==> src/rtl/word_serializer_pkg.sv <==
// Shared definitions for the serial divisible-by-three datapath:
// serializer FSM encoding, default word width and counter sizing.
package word_serializer_pkg;

  typedef enum logic {
    SER_IDLE  = 1'b0,
    SER_SHIFT = 1'b1
  } ser_state_e;

  localparam int unsigned SER_DEFAULT_WIDTH = 8;

  // Bits needed to count 0..value-1; never less than one.
  function automatic int unsigned ser_clog2(input int unsigned value);
    int unsigned result;
    int unsigned span;
    result = 0;
    span   = 1;
    while (span < value) begin
      span   = span << 1;
      result = result + 1;
    end
    return (result == 0) ? 1 : result;
  endfunction

endpackage

==> src/rtl/word_serializer.sv <==
// Parallel-to-serial word feeder, MSB first, with first/last bit markers and a
// one-word holding register so consecutive words stream without gaps.
module word_serializer
  import word_serializer_pkg::*;
#(
  parameter int unsigned WIDTH = SER_DEFAULT_WIDTH
) (
  input  logic             clk,
  input  logic             reset,
  input  logic             in_valid,
  input  logic [WIDTH-1:0] in_data,
  output logic             in_ready,
  input  logic             ser_ready,
  output logic             ser_valid,
  output logic             ser_bit,
  output logic             ser_first,
  output logic             ser_last
);

  localparam int unsigned    CW      = ser_clog2(WIDTH);
  localparam logic [CW-1:0] CNT_TOP = CW'(WIDTH - 1);

  ser_state_e       state_q;
  logic [WIDTH-1:0] shift_q;
  logic [WIDTH-1:0] pend_q;
  logic [CW-1:0]    cnt_q;
  logic             in_ready_q;

  logic accept;
  logic consume;
  logic word_done;

  // The holding register is full exactly when in_ready_q is low.
  assign accept    = in_valid & in_ready_q;
  assign consume   = (state_q == SER_SHIFT) & ser_ready;
  assign word_done = consume & (cnt_q == '0);

  always_ff @(posedge clk) begin
    if (reset) begin
      state_q    <= SER_IDLE;
      shift_q    <= '0;
      pend_q     <= '0;
      cnt_q      <= '0;
      in_ready_q <= 1'b1;
    end else begin
      case (state_q)
        SER_IDLE: begin
          if (accept) begin
            shift_q <= in_data;
            cnt_q   <= CNT_TOP;
            state_q <= SER_SHIFT;
          end
        end
        SER_SHIFT: begin
          if (word_done) begin
            if (!in_ready_q) begin
              shift_q    <= pend_q;
              cnt_q      <= CNT_TOP;
              in_ready_q <= 1'b1;
            end else if (accept) begin
              shift_q <= in_data;
              cnt_q   <= CNT_TOP;
            end else begin
              // Final shift flushes the register so ser_bit idles low.
              shift_q <= shift_q << 1;
              state_q <= SER_IDLE;
            end
          end else begin
            if (consume) begin
              shift_q <= shift_q << 1;
              cnt_q   <= cnt_q - 1'b1;
            end
            if (accept) begin
              pend_q     <= in_data;
              in_ready_q <= 1'b0;
            end
          end
        end
        default: state_q <= SER_IDLE;
      endcase
    end
  end

  assign in_ready  = in_ready_q;
  assign ser_valid = (state_q == SER_SHIFT);
  assign ser_bit   = shift_q[WIDTH-1];
  assign ser_first = ser_valid & (cnt_q == CNT_TOP);
  assign ser_last  = ser_valid & (cnt_q == '0);

endmodule

==> config.mk <==
export PLATFORM = sky130hd
export DESIGN_NAME = word_serializer
export DESIGN_NICKNAME = d
export VERILOG_FILES = /design/src/rtl/word_serializer_pkg.sv /design/src/rtl/word_serializer.sv
export SDC_FILE = /design/constraint.sdc
export NUM_CORES = 1
export LEC_CHECK = 0
export BUFFER_PORTS_ARGS = -buffer_cell sky130_fd_sc_hd__buf_2
export CAP_MARGIN = 25
export CORE_MARGIN = 4
export CORE_UTILIZATION = 45
export DETAILED_ROUTE_END_ITERATION = 8
export PLACE_DENSITY_LB_ADDON = 0.1
export RECOVER_POWER = 100
export SKIP_CTS_REPAIR_TIMING = 1
export SLEW_MARGIN = 20
export SYNTH_ARGS = -nofsm -noshare
export SYNTH_HDL_FRONTEND = slang
export SYNTH_SLANG_ARGS = --single-unit
export TNS_END_PERCENT = 20
==> constraint.sdc <==
create_clock -name clk -period 2 [get_ports clk]
set_clock_uncertainty 0.2 [all_clocks]
set_input_delay 0.1 -clock clk [delete_from_list [all_inputs] [get_ports clk]]
set_output_delay 0.1 -clock clk [all_outputs]
set_load 0.05 [all_outputs]
==> run_results.csv <==
group,metric,value,unit
outcome,status,"finished, violations left",
outcome,failed_checks,"hold timing",
worst_hold_path,hp-class,"in -> reg",
power,peakVddDrop,0.000547,V
synthesis,ys_seq_area_share,37.8,%
layout,final_common_cell,"dfxtp_1",
power,seqPwrFrac,50.6,%
critical_path,startpoint_type,"flip-flop",
floorplanning,dieArea,3330,um^2
sta,fin_crit_sh,94.5,%
clock_tree,clkSlewWorstSetupHoldPaths,0.12,ns
sta,slew_headroom,60.7,%
critical_path,ff2ff_setup_slack,0.11,ns
critical_path,worstSetupPathType,"reg -> reg",
layout,final_core_util,58.3,%
synthesis,syn_area,1110,um^2
power,p_total,0.944,mW
floorplanning,io_pins,17,
synthesis,synth.distinct_cells,32,
synthesis,async_reset_ff_share,0,%
layout,layout-drive-gt1-share,16.1,%
clock_tree,insertion_delay,0.31,ns
floorplanning,core_area,2280,um^2
critical_path,worstPathArrival,1.90,ns
sta,maxSlewViolCount,0,
sta,worst_pin_slew,0.593,ns
drt,drt_iter0_markers,25,
placement,dp_hpwl,1870,um
synthesis,ys_warn_count,0,
power,switching_share,32.5,%
job,maxCapViolations,0,
critical_path,ff2ff_path_depth,6,
critical_path,regToRegEndpoint,"shift_q[2]$_SDFFE_PP0P_",
floorplanning,num_rows,17,
clock_tree,root_buffer,"clkbuf_4",
drt,ant_nets,0,
floorplanning,initial_core_util,48.9,%
layout,synthToLayoutAreaGrowth,19.1,%
sta,hold_slack,-0.0105,ns
worst_hold_path,min_from,"reset",
placement,routabilityCongestion,0.839,
power,power_density,712,nW/um^2
sta,timing.final.ws_setup,0.111,ns
layout,final_area,1330,um^2
layout,fin_nets,171,
critical_path,setup.worst_path.end,"shift_q[2]$_SDFFE_PP0P_",
grt,grt_util_all_layers,15.9,%
layout,diodes,0,
critical_path,path_cells,"inv_1, ha_1, and4b_1, o21ai_2, a22oi_1, o32ai_1",
synthesis,ys_ff_latch,21,
sta,tns,0,ns
drt,drc,0,
critical_path,crit_start,"cnt_q[0]$_SDFFE_PP0P_",
clock_tree,cts_made_buffers,3,
power,p_sw,0.306,mW
placement,dp.cells,171,
critical_path,cpPeakStageDelay,0.37,ns
sta,setup_viol,0,
critical_path,cpMaxStageDelayCell,"dfxtp_1",
floorplanning,die_y,57.7,um
drt,dr_total_vias,1032,
floorplanning,die_width,57.7,um
layout,multi_input_area,598,um^2
placement,pre_cts_ws,0.163,ns
grt,grt_max_degree,23,
critical_path,timing.rr.start,"cnt_q[0]$_SDFFE_PP0P_",
critical_path,cp_max_fo,8,
power,comb_power_share,27.5,%
grt,grt_pass1_wl,4270,um
sta,fin_crit,1.89,ns
critical_path,crit_path_end_kind,"flip-flop",
clock_tree,clk_path_buf_depth,2,
clock_tree,cts_tree,"built",
placement,io_buffers,16,
clock_tree,cts.sinks,21,
grt,gr-total-overflow,0,
drt,routed_wl,2640,um
sta,hold_violations,7,
critical_path,worst-endpoint-required,2.01,ns
layout,seq_area,420,um^2
power,p_int,0.637,mW
critical_path,cp_top_family,"compound AO/OA/AOI/OAI gates",
drt,wl_per_cell,14.4,um
synthesis,syn_nets,146,
synthesis,avgSynthCellArea,8.50,um^2
critical_path,crit_cells,6,
grt,antenna_found_initial,0,
layout,nFillCells,217,
clock_tree,cts_max_level,1,
sta,fmax,529,MHz
layout,final_cells,183,
synthesis,synth_ff_type,"dfxtp_1",
placement,placed_area,1220,um^2
synthesis,synthCells,131,
critical_path,crit_buf_inv,1,
power,p_leak,0.606,nW
drt,via_per_inst,5.64,
sta,rsz0062_at_grt,"false",
drt,drtPass1Iterations,4,
grt,grt_pass1_vias,938,
layout,mostFrequentLayoutCells,"dfxtp_1, nor2_1, inv_1",
power,clkPwrFrac,21.9,%
synthesis,synth-edff-count,0,
[flip-flops by register name, indices dropped and copies added (netlist names)]
| register | cells |
|---|---|
| shift_q | 8 |
| cnt_q | 3 |
| in_ready | 1 |
| pend_q | 8 |
| ser_valid | 1 |
[power by group through the flow]
stage / clock network (mW) / logic (mW) / registers, mW
after floorplan: 0 / 0.171 / 0.494
after global placement: 0 / 0.244 / 0.485
after detailed placement: 0 / 0.246 / 0.486
after CTS: 0.215 / 0.248 / 0.476
after global routing: 0.221 / 0.291 / 0.481
final: 0.207 / 0.260 / 0.477
[worst min path at each step]
stage                                         end  slack [ns]  cells past startpoint
after floorplan           shift_q[7]$_SDFFE_PP0P_        0.02                      1
after global placement     pend_q[6]$_SDFFE_PP0P_        0.17                      3
after detailed placement  shift_q[0]$_SDFFE_PP0P_        0.17                      3
after CTS                 shift_q[0]$_SDFFE_PP0P_       -0.17                      3
after global routing       pend_q[5]$_SDFFE_PP0P_      0.0004                      2
final                      pend_q[5]$_SDFFE_PP0P_       -0.01                      2
[cells by family after synthesis]
group,after synthesis,synth area share [%]
compound gates,40,25.7
simple gates,36,16.5
buf+inv,22,8.54
flops,21,37.8
mux,9,8.09
fa+ha+maj,3,3.37
[cells in the mapped netlist (3+ instances only)]
cell type	instances	area, um^2
mux2i_1	9	90.1
a22oi_1	8	60.1
o21ai_0	5	25.0
and3_1	3	18.8
nand3_1	4	20.0
dfxtp_1	21	420
ha_1	3	37.5
inv_1	12	45.0
nor2_1	13	48.8
nand2_1	5	18.8
a22o_1	4	35.0
a21oi_1	9	45.0
buf_2	7	35.0
o32ai_1	6	52.6
[area by class of cell]
type	instances	share of cell area (%)
inverters	12	3.40
clock inverters	1	0.377
multi-input cells	88	45.1
flip-flops and latches	21	31.7
clock buffers	3	1.70
repair buffers	30	15.1
well taps	28	2.64
[layer usage]
metal / wire (um) / global-route usage [%] / vias to the layer above
li1: - / - / 525
met1: 1330 / 22.4 / 480
met2: 1170 / 24.4 / 23
met3: 121 / 4.68 / 4
met4: 23 / 2.65 / 0
met5: 0 / 0 / -
(Power assumes the default switching activity.)
